File: src/rtl/qkd_pkg.sv
// Shared QKD definitions: the 3-bit detector/transmitter state codes and the
// capture-memory packing constants used by both ends of the link.
package qkd_pkg;

  localparam int CODE_W         = 3;
  localparam int CODES_PER_WORD = 10;
  localparam int PACK_W         = CODE_W * (CODES_PER_WORD - 1);
  localparam int BANK_WORDS     = 16384;

  localparam logic [CODE_W-1:0] ST_NONE  = 3'd0;
  localparam logic [CODE_W-1:0] ST_CH0   = 3'd1;
  localparam logic [CODE_W-1:0] ST_CH1   = 3'd2;
  localparam logic [CODE_W-1:0] ST_CH2   = 3'd3;
  localparam logic [CODE_W-1:0] ST_CH3   = 3'd4;
  localparam logic [CODE_W-1:0] ST_CH4   = 3'd5;
  localparam logic [CODE_W-1:0] ST_CH5   = 3'd6;
  localparam logic [CODE_W-1:0] ST_MULTI = 3'd7;

  typedef enum logic [1:0] {
    COLLECT = 2'd0,
    DATA_WR = 2'd1,
    MARK    = 2'd2
  } log_state_e;

endpackage

File: src/rtl/detection_logger_if.sv
// Capture-memory write port plus the bank handshake seen by the SD/host copy engine.
interface detection_logger_if #(
  parameter int ADDR_W = 15
);
  logic              wr_en;
  logic [ADDR_W-1:0] wr_addr;
  logic [31:0]       wr_data;
  logic              bank_sel;
  logic [31:0]       bank_count;

  modport master (output wr_en, wr_addr, wr_data, bank_sel, bank_count);
  modport slave  (input  wr_en, wr_addr, wr_data, bank_sel, bank_count);
endinterface

File: src/rtl/detection_logger_state_decode.sv
// Combinational decode of the six detector click lines into a state code;
// anything other than zero or exactly one click is a multi-click.
module state_decode
  import qkd_pkg::*;
(
  input  logic [5:0]        pulses,
  output logic [CODE_W-1:0] code,
  output logic              multi
);

  always_comb begin
    code  = ST_MULTI;
    multi = 1'b1;
    case (pulses)
      6'h00: begin code = ST_NONE; multi = 1'b0; end
      6'h01: begin code = ST_CH0;  multi = 1'b0; end
      6'h02: begin code = ST_CH1;  multi = 1'b0; end
      6'h04: begin code = ST_CH2;  multi = 1'b0; end
      6'h08: begin code = ST_CH3;  multi = 1'b0; end
      6'h10: begin code = ST_CH4;  multi = 1'b0; end
      6'h20: begin code = ST_CH5;  multi = 1'b0; end
      default: ;
    endcase
  end

endmodule

File: src/rtl/detection_logger.sv
// Receiver capture path: decodes detection slots, packs ten codes per word and
// writes them into a two-bank capture memory with a bank-count marker per bank.
module detection_logger
  import qkd_pkg::*;
#(
  parameter int ADDR_W = $clog2(2 * BANK_WORDS),
  parameter int MCNT_W = 16
)(
  input  logic                clk,
  input  logic                rst,
  input  logic                enable,
  input  logic                slot_valid,
  input  logic [5:0]          pulses_in,
  output logic [CODE_W-1:0]   state_out,
  output logic                state_valid,
  detection_logger_if.master  mem,
  output logic [MCNT_W-1:0]   multi_count
);

  localparam logic [3:0]        LAST_IDX    = 4'(CODES_PER_WORD - 1);
  localparam logic [ADDR_W-2:0] BANK_END_M1 = {{(ADDR_W-2){1'b1}}, 1'b0};

  function automatic logic [MCNT_W-1:0] sat_inc(input logic [MCNT_W-1:0] v);
    return (&v) ? v : v + 1'b1;
  endfunction

  logic [CODE_W-1:0] code;
  logic              multi;
  logic              accept;

  log_state_e        state_r, state_d;
  logic [ADDR_W-1:0] addr_r, addr_d;
  logic [3:0]        idx_r, idx_d;
  logic [PACK_W-1:0] pack_r, pack_d;
  logic [31:0]       word_r, word_d;
  logic [31:0]       mark_r;
  logic [31:0]       bank_count_r;
  logic              bank_sel_r;
  logic [MCNT_W-1:0] multi_r, multi_d;
  logic              word_done;
  logic              bank_end_m1;
  logic              enter_mark;
  logic              wr_en;

  state_decode u_decode (
    .pulses (pulses_in),
    .code   (code),
    .multi  (multi)
  );

  assign accept = slot_valid & enable;

  // Packer: codes 0..8 accumulate in pack_r; the 10th closes the word directly.
  always_comb begin
    idx_d     = idx_r;
    pack_d    = pack_r;
    word_d    = word_r;
    word_done = 1'b0;
    multi_d   = multi_r;
    if (accept) begin
      if (multi) multi_d = sat_inc(multi_r);
      if (idx_r == LAST_IDX) begin
        word_d    = {2'b00, code, pack_r};
        pack_d    = '0;
        idx_d     = '0;
        word_done = 1'b1;
      end else begin
        for (int k = 0; k < CODES_PER_WORD - 1; k++) begin
          if (idx_r == 4'(k)) pack_d[CODE_W*k +: CODE_W] = code;
        end
        idx_d = idx_r + 4'd1;
      end
    end
  end

  assign bank_end_m1 = (addr_r[ADDR_W-2:0] == BANK_END_M1);
  assign enter_mark  = (state_r == DATA_WR) && bank_end_m1;
  assign wr_en       = (state_r != COLLECT);
  assign addr_d      = wr_en ? addr_r + 1'b1 : addr_r;

  always_comb begin
    state_d = state_r;
    case (state_r)
      COLLECT: if (word_done) state_d = DATA_WR;
      DATA_WR: state_d = bank_end_m1 ? MARK : COLLECT;
      MARK:    state_d = COLLECT;
      default: state_d = COLLECT;
    endcase
  end

  always_comb begin
    mem.wr_en      = wr_en;
    mem.wr_addr    = wr_en ? addr_r : '0;
    mem.bank_sel   = bank_sel_r;
    mem.bank_count = bank_count_r;
    case (state_r)
      DATA_WR: mem.wr_data = word_r;
      MARK:    mem.wr_data = mark_r;
      default: mem.wr_data = '0;
    endcase
  end

  assign multi_count = multi_r;

  always_ff @(posedge clk or negedge rst) begin
    if (!rst) begin
      state_r      <= COLLECT;
      addr_r       <= '0;
      idx_r        <= '0;
      pack_r       <= '0;
      word_r       <= '0;
      mark_r       <= '0;
      bank_sel_r   <= 1'b0;
      bank_count_r <= '0;
      multi_r      <= '0;
      state_out    <= '0;
      state_valid  <= 1'b0;
    end else begin
      state_r     <= state_d;
      addr_r      <= addr_d;
      idx_r       <= idx_d;
      pack_r      <= pack_d;
      word_r      <= word_d;
      multi_r     <= multi_d;
      state_valid <= accept;
      if (accept) state_out <= code;
      // Marker data latches the pre-increment count as the bank flag flips.
      if (enter_mark) begin
        mark_r       <= bank_count_r;
        bank_sel_r   <= ~bank_sel_r;
        bank_count_r <= bank_count_r + 32'd1;
      end
    end
  end

endmodule

File: src/flat_wrapper.sv
// flat-port wrapper written by rule: the top's interface ports become plain ports
module detection_logger_flat import qkd_pkg::*;
#(
  parameter int ADDR_W = $clog2(2 * BANK_WORDS),
  parameter int MCNT_W = 16
)
  (clk, rst, enable, slot_valid, pulses_in, state_out, state_valid, multi_count, mem_wr_en, mem_wr_addr, mem_wr_data, mem_bank_sel, mem_bank_count);
  detection_logger_if #(.ADDR_W(ADDR_W)) mem_i ();
  input  logic clk;
  input  logic rst;
  input  logic enable;
  input  logic slot_valid;
  input  logic [5:0] pulses_in;
  output logic [CODE_W-1:0] state_out;
  output logic state_valid;
  output logic [MCNT_W-1:0] multi_count;
  output wire logic [$bits(mem_i.wr_en)-1:0] mem_wr_en;
  output wire logic [$bits(mem_i.wr_addr)-1:0] mem_wr_addr;
  output wire logic [$bits(mem_i.wr_data)-1:0] mem_wr_data;
  output wire logic [$bits(mem_i.bank_sel)-1:0] mem_bank_sel;
  output wire logic [$bits(mem_i.bank_count)-1:0] mem_bank_count;
  assign mem_wr_en = mem_i.wr_en;
  assign mem_wr_addr = mem_i.wr_addr;
  assign mem_wr_data = mem_i.wr_data;
  assign mem_bank_sel = mem_i.bank_sel;
  assign mem_bank_count = mem_i.bank_count;
  detection_logger #(.ADDR_W(ADDR_W), .MCNT_W(MCNT_W)) u_core (.clk(clk), .rst(rst), .enable(enable), .slot_valid(slot_valid), .pulses_in(pulses_in), .state_out(state_out), .state_valid(state_valid), .mem(mem_i), .multi_count(multi_count));
endmodule
File: config.mk
export PLATFORM = sky130hd
export DESIGN_NAME = detection_logger_flat
export DESIGN_NICKNAME = d
export VERILOG_FILES = /design/src/rtl/qkd_pkg.sv /design/src/rtl/detection_logger_if.sv /design/src/rtl/detection_logger_state_decode.sv /design/src/rtl/detection_logger.sv /design/src/flat_wrapper.sv
export SDC_FILE = /design/constraint.sdc
export NUM_CORES = 1
export LEC_CHECK = 0
export CORE_MARGIN = 3
export CORE_UTILIZATION = 50
export CTS_BUF_LIST = sky130_fd_sc_hd__clkbuf_8
export DETAILED_ROUTE_END_ITERATION = 10
export HOLD_SLACK_MARGIN = 0.15
export PLACE_DENSITY = 0.73
export RECOVER_POWER = 100
export SLEW_MARGIN = 20
export SYNTH_ARGS = -nofsm -noshare
export SYNTH_HDL_FRONTEND = slang
export SYNTH_HIERARCHICAL = 1
export SYNTH_SLANG_ARGS = --single-unit
File: constraint.sdc
create_clock -name clk -period 2.4 [get_ports clk]
set_clock_uncertainty 0.2 [all_clocks]
set_input_delay 0.48 -clock clk [delete_from_list [all_inputs] [get_ports clk]]
set_output_delay 0.48 -clock clk [all_outputs]
set_load 0.01 [all_outputs]
==> results of run 1 <==
==> metal layers <==
| metal | wire [um] | share of wire [%] | track usage [%] |
|---|---|---|---|
| met1 | 8920 | 44 | 32.0 |
| met2 | 9900 | 49 | 36.5 |
| met3 | 1070 | 5.3 | 4.92 |
| met4 | 391 | 1.9 | 7.93 |
| met5 | 0 | 0 | 0 |
==> cell usage in the layout (no fill, tap or decap), drive strengths merged, types with 2 or more instances in the layout <==
cell type | netlist | final
ha | 7 | 7
bufinv | 0 | 5
dlygate4sd2 | 0 | 2
nor3 | 18 | 18
clkbuf | 17 | 39
a211oi | 2 | 2
and2 | 5 | 5
nor2b | 48 | 48
nand2b | 4 | 4
and3 | 5 | 5
a21oi | 2 | 2
or3 | 2 | 2
clkdlybuf4s50 | 0 | 61
xnor2 | 30 | 30
buf | 9 | 97
o21ai | 4 | 4
mux2 | 95 | 95
clkinv | 0 | 4
nor2 | 25 | 25
maj3 | 4 | 4
a22oi | 30 | 30
inv | 11 | 13
nand4 | 21 | 21
or4 | 4 | 4
nand2 | 38 | 38
dfrtp | 163 | 163
nor4 | 8 | 8
and4 | 4 | 4
xor2 | 35 | 35
nand3 | 23 | 23
==> power groups by stage <==
stage | Combinational (mW) | Clock, mW | Sequential [mW]
floorplan | 1.24 | 0 | 3.63
global placement | 1.82 | 0 | 3.81
detailed placement | 1.89 | 0 | 3.82
CTS | 2.03 | 2.33 | 3.79
global route | 2.71 | 2.45 | 3.90
finish | 2.55 | 2.30 | 3.83
==> logic make-up (layout without fill, tap and decap cells) <==
| family | count (synthesis) | count (layout) | synth area share (%) |
|---|---|---|---|
| AND/OR/NAND/NOR | 206 | 206 | 15.4 |
| buffers and inverters | 37 | 224 | 1.96 |
| flip-flops | 163 | 163 | 55.0 |
| adder cells (fa/ha/maj) | 11 | 11 | 1.72 |
| AO/OA/AOI/OAI | 40 | 40 | 3.85 |
| multiplexers | 95 | 95 | 14.4 |
| XOR/XNOR | 65 | 65 | 7.67 |
==> registers in the layout, summed over array words and instances (netlist names) <==
register,count
u_core/addr_r,15
u_core/idx_r,4
u_core/mark_r,32
u_core/mem.bank_count,32
u_core/mem.bank_sel,1
u_core/multi_count,16
u_core/pack_r,27
u_core/state_out,3
u_core/state_r,2
u_core/state_valid,1
u_core/word_r,30
==> layout make-up <==
type	instances	area share (%)
Sequential cell	163	39.8
Multi-Input combinational cell	417	35.6
Timing Repair Buffer	181	17.5
Clock buffer	20	2.69
Tap cell	180	2.20
Clock inverter	12	1.81
Inverter	11	0.403
==> metrics by stage <==
step	hold slack, ns	setup TNS, ns
CTS	0.276	-4.49
detailed placement	0.261	-11.29
global route	0.307	-11.81
finish	0.270	-5.18
global placement	0.259	-7.42
floorplan	-0.0156	0
==> worst register-to-register path: stages, from the launching register on <==
cell and delay (ns):
dfrtp_1 0.44, inv_2 0.13, ha_4 0.26, buf_6 0.12, nand4_1 0.17, nor4_4 0.30, nand4_2 0.24, buf_4 0.22
nor3_2 0.16, xor2_1 0.23
==> worst paths after layout <==
kind | start | end | slack [ns] | cells after the start
worst max-delay path | u_core/state_r[1] | u_core/mem.bank_count[17] | -0.16 | 9
worst min-delay path | u_core/mem.bank_sel | u_core/mem.bank_sel | 0.27 | 1
worst max register to register | u_core/state_r[1] | u_core/mem.bank_count[17] | -0.16 | 9
worst min register to register | u_core/mem.bank_sel | u_core/mem.bank_sel | 0.27 | 1
max in group asynchronous | rst | u_core/word_r[17] | 0.29 | 3
min in group asynchronous | rst | u_core/mem.bank_count[6] | 0.73 | 2
==> timing repair <==
| action | 4_1_cts | 5_1_grt |
|---|---|---|
| setup buffers | 7 | 2 |
| gates cloned | 3 | 9 |
| pin swaps | 9 | 17 |
| resized for setup | 174 | 124 |
| endpoints found under the setup margin | 55 | 101 |
| hold endpoints to repair | 56 | 0 |
| hold buffers | 1 | 0 |
==> impl_metrics.env, run 1 <==
export IMPL_critPathKind="reg -> reg"
export IMPL_path_cells="inv_2 -> ha_4 -> buf_6 -> nand4_1 -> nor4_4 -> nand4_2 -> buf_4 -> nor3_2 -> xor2_1"
export IMPL_die_w_um=128
export IMPL_netlist_top_cells_count="dfrtp_1, mux2_2, nor2b_1"
export IMPL_start_util_pct=52.2
export IMPL_p_clk_share_pct=26.5
export IMPL_clk_insertion_delay_late_ns=0.46
export IMPL_slew_headroom_pct=0.0318
export IMPL_design_area_um2=10200
export IMPL_syn_num_nets=634
export IMPL_gp_congestion=0.878
export IMPL_multi_input_area_um2=3650
export IMPL_syn2layout_area_growth_pct=38.1
export IMPL_io_pins=111
export IMPL_arrival_ns=2.73
export IMPL_place_area_um2=9100
export IMPL_drtIter0Drc=393
export IMPL_path_clk_slew_ns=0.09
export IMPL_cts_tree="built"
export IMPL_tightest_slew_ns=1.50
export IMPL_syn_inst=617
export IMPL_yosysWarnings=6
export IMPL_failed_checks="setup timing"
export IMPL_wl_per_cell_um=20.6
export IMPL_power_switching_share_pct=29.8
export IMPL_synth_top_cell_area_share_pct=55.0
export IMPL_critPathRequiredTime_ns=2.57
export IMPL_clock_sinks=163
export IMPL_grt_pass1_vias=5526
export IMPL_layout_cells_non_filler=984
export IMPL_max_freq_mhz=390
export IMPL_drv_slew=0
export IMPL_endpoint_kind="flip-flop"
export IMPL_core_area_um2=14200
export IMPL_finalWorstSetupSlack_ns=-0.162
export IMPL_grt_pass1_wl_um=29700
export IMPL_fillers=954
export IMPL_ys_types=33
export IMPL_nets=808
export IMPL_die_y_um=128
export IMPL_drc_errors=0
export IMPL_num_rows=43
export IMPL_period_share_pct=107
export IMPL_vias_per_cell=5.65
export IMPL_finalPower_mw=8.68
export IMPL_worstPathMaxFanout=5
export IMPL_clockBufferDepth=2
export IMPL_hpwl_um=12500
export IMPL_hold_path_class="reg -> reg"
export IMPL_drive_gt1_share_pct=38.9
export IMPL_dp_cells=930
export IMPL_peakVddDrop_uv=548
export IMPL_crit_path_top_delay_cell="dfrtp_1"
export IMPL_syn_avg_cell_area_um2=12.0
export IMPL_setup_viol=62
export IMPL_cts_root_buf="clkbuf_8"
export IMPL_io_buffer_count=110
export IMPL_grt_ovfl_total=0
export IMPL_antenna_found_initial=0
export IMPL_cts_buffers=17
export IMPL_p_leak_nw=4.66
export IMPL_routed_wl_um=20300
export IMPL_postSynth_asyncResetShare_pct=100
export IMPL_cp_num_buf_inv=3
export IMPL_max_stage_delay_ns=0.44
export IMPL_internal_power_mw=6.09
export IMPL_utilization_pct=72.1
export IMPL_grt_usage_pct=23.1
export IMPL_grt_max_degree=62
export IMPL_synth_edf_count=0
export IMPL_start_kind="flip-flop"
export IMPL_rsz0062_at_grt="yes"
export IMPL_dieArea_um2=16300
export IMPL_maxCapViolations=0
export IMPL_hold_violations=0
export IMPL_p_seq_share_pct=44.2
export IMPL_finalCriticalPeriod_ns=2.56
export IMPL_cts_htree_levels=4
export IMPL_yosys_area_top_type="dfrtp_1"
export IMPL_ys_seq_area_share_pct=55.0
export IMPL_switching_power_mw=2.59
export IMPL_synth_area_leaders="dfrtp_1, mux2_2, xor2_1, nor2b_1, xnor2_1"
export IMPL_num_vias=5559
export IMPL_ys_flop_type="dfrtp_1"
export IMPL_cpLargestDelayFamily="simple AND/OR/NAND/NOR gates"
export IMPL_status="finished with violations"
export IMPL_synth_area_um2=7420
export IMPL_place_ws_ns=-0.306
export IMPL_yosysMostFrequentCell="dfrtp_1"
export IMPL_p_per_area_nw_per_um2=847
export IMPL_first_pass_iters=5
export IMPL_register_area_um2=4080
export IMPL_n_antenna_cell=0
export IMPL_power_frac_comb_pct=29.4
export IMPL_ant_nets=0
export IMPL_synth_seq_cells=163
Note: power is estimated with default switching activity, not from simulation.
==> run 2, diff against run 1 <==
--- a/config.mk
+++ b/config.mk
@@ -5,7 +5,7 @@
 export SDC_FILE = /design/constraint.sdc
 export NUM_CORES = 1
 export LEC_CHECK = 0
-export CORE_MARGIN = 3
+export CORE_MARGIN = 8
 export CORE_UTILIZATION = 50
 export CTS_BUF_LIST = sky130_fd_sc_hd__clkbuf_8
 export DETAILED_ROUTE_END_ITERATION = 10
==> run 2 against run 1 <==
  * The run still ends with setup timing left
  * Die area up 16%
  * Sequential share of layout area down 0.45 points
  * Sequential cell count unchanged
  * Via count up 4.4%
  * Sequential power about the same
  * Core utilization down 0.83 points
  * Clock-buffer cell count up 1
  * First-iteration DRC count up 0.25%
  * Largest cell class unchanged
==> impl_metrics.env, run 2 (synthesized netlist as in run 1, its figures left out) <==
export IMPL_fin_tns_setup_ns=-14.70
export IMPL_start_util_pct=51.0
export IMPL_worst_hold_slack_ns=0.275
export IMPL_vias_per_cell=5.74
export IMPL_hpwl_um=13000
export IMPL_drive_gt1_share_pct=40.3
export IMPL_utilization_pct=71.3
export IMPL_critPathKind="reg -> reg"
export IMPL_gp_congestion=0.875
export IMPL_finalWorstSetupSlack_ns=-0.300
export IMPL_design_area_um2=10400
export IMPL_slew_headroom_pct=11.6
export IMPL_setup_viol=102
export IMPL_core_area_um2=14500
export IMPL_mostFrequentLayoutCells="dfrtp_1, mux2_2, dlygate4sd3_1"
export IMPL_die_y_um=138
export IMPL_arrival_ns=2.87
export IMPL_status="finished with violations"
export IMPL_period_share_pct=113
export IMPL_routed_wl_um=22100
export IMPL_clock_sinks=163
export IMPL_p_per_area_nw_per_um2=828
export IMPL_ff2ff_setup_slack_ns=-0.30
export IMPL_clockBufferDepth=2
export IMPL_rsz0062_at_grt="yes"
export IMPL_drv_slew=0
export IMPL_whs_path_depth=1
export IMPL_endpoint_kind="flip-flop"
export IMPL_grt_max_degree=53
export IMPL_nets=832
export IMPL_finalCriticalPeriod_ns=2.70
export IMPL_maxCapViolations=0
export IMPL_io_pins=111
export IMPL_grt_usage_pct=22.3
export IMPL_ant_nets=0
export IMPL_num_rows=44
export IMPL_die_w_um=138
export IMPL_start_kind="flip-flop"
export IMPL_io_buffer_count=110
export IMPL_hold_path_endpoint="u_core/mem.bank_sel"
export IMPL_fillers=960
export IMPL_clk_insertion_delay_late_ns=0.46
export IMPL_crit_reg2reg_capture="u_core/mem.bank_count[17]"
export IMPL_path_clk_slew_ns=0.08
export IMPL_drc_errors=0
export IMPL_max_freq_mhz=370
export IMPL_first_pass_iters=6
export IMPL_hold_path_class="reg -> reg"
export IMPL_cts_buffers=17
export IMPL_p_leak_nw=4.85
export IMPL_critPathRequiredTime_ns=2.57
export IMPL_grt_ovfl_total=0
export IMPL_cts_htree_levels=4
export IMPL_drtIter0Drc=394
export IMPL_place_area_um2=9130
export IMPL_syn2layout_area_growth_pct=39.6
export IMPL_grt_pass1_wl_um=32500
export IMPL_num_vias=5801
export IMPL_final_common_cell="dfrtp_1"
export IMPL_worstPathMaxFanout=5
export IMPL_wl_per_cell_um=21.8
export IMPL_cts_root_buf="clkbuf_8"
export IMPL_n_antenna_cell=0
export IMPL_tightest_slew_ns=1.33
export IMPL_finalPower_mw=8.58
export IMPL_antenna_found_initial=0
export IMPL_failed_checks="setup timing"
export IMPL_grt_pass1_vias=5905
export IMPL_dieArea_um2=19000
export IMPL_hold_violations=0
export IMPL_reg2reg_depth=10
export IMPL_peakVddDrop_uv=567
export IMPL_cts_tree="built"
export IMPL_r2r_start="u_core/state_r[1]"
export IMPL_hp_start="u_core/mem.bank_sel"
run 2: cell count changes in the layout (fill, tap and decap cells not counted), sizes merged:
| cell | previous run | this run |
|---|---|---|
| dlygate4sd2 | 2 | 0 |
| dlygate4sd3 | 1 | 50 |
| clkdlybuf4s15 | 1 | 0 |
| inv | 13 | 12 |
| clkbuf | 39 | 52 |
| clkdlybuf4s50 | 61 | 12 |
| bufinv | 5 | 4 |
| buf | 97 | 112 |
run 2: worst max-delay path: stages (launching register included):
cell and delay, ns:
dfrtp_1 0.41, inv_2 0.12, ha_4 0.22, buf_4 0.13, buf_4 0.09, nand4_1 0.16
nor4_4 0.38, nand4_2 0.24, buf_6 0.22, nor3_2 0.20, xor2_1 0.23
run 2: repair_timing:
action                                  in CTS  in global routing
setup buffers                               26                 11
pin swaps                                   12                 24
endpoints found under the setup margin      53                105
resized for setup                          218                113
gates cloned                                 6                  6
hold buffers                                 1                  0
hold endpoints to repair                    46                  0
run 2: layout make-up:
class	instances	area [um^2]	area share, %
sequential	163	4080	39.4
multi-input combinational	417	3650	35.2
timing repair buffer	205	1920	18.5
clock buffer	21	289	2.79
tap	184	230	2.22
clock inverter	10	155	1.50
inverter	11	41.3	0.399
run 2: worst max path at each step:
stage	from	end	slack, ns
2_1_floorplan	slot_valid	u_core/pack_r[15]	0.21
3_3_place_gp	pulses_in[3]	u_core/multi_count[6]	-0.19
3_5_place_dp	pulses_in[3]	u_core/multi_count[3]	-0.26
4_1_cts	u_core/state_r[0]	mem_wr_data[13]	-0.16
5_1_grt	u_core/state_r[1]	u_core/mem.bank_count[17]	-0.35
6_report	u_core/state_r[1]	u_core/mem.bank_count[17]	-0.30
run 2: stage by stage:
step | instances | worst slack, ns
floorplan | 617 | 0.211
global placement | 934 | -0.192
detailed placement | 934 | -0.258
CTS | 998 | -0.163
global route | 1011 | -0.350
finish | 1011 | -0.300
run 2: metal layers:
| metal | vias to the layer above | track usage [%] | wire length, um |
|---|---|---|---|
| met3 | 38 | 5.43 | 1330 |
| met5 | - | 0 | 0 |
| li1 | 2567 | - | - |
| met2 | 198 | 36.8 | 11400 |
| met1 | 2998 | 28.2 | 8840 |
| met4 | 0 | 7.10 | 532 |
run 2: report_power, final:
part	switching, mW	total, mW	internal [mW]
Clock	0.990	2.22	1.23
Sequential	0.536	3.85	3.31
Combinational	1.10	2.51	1.41
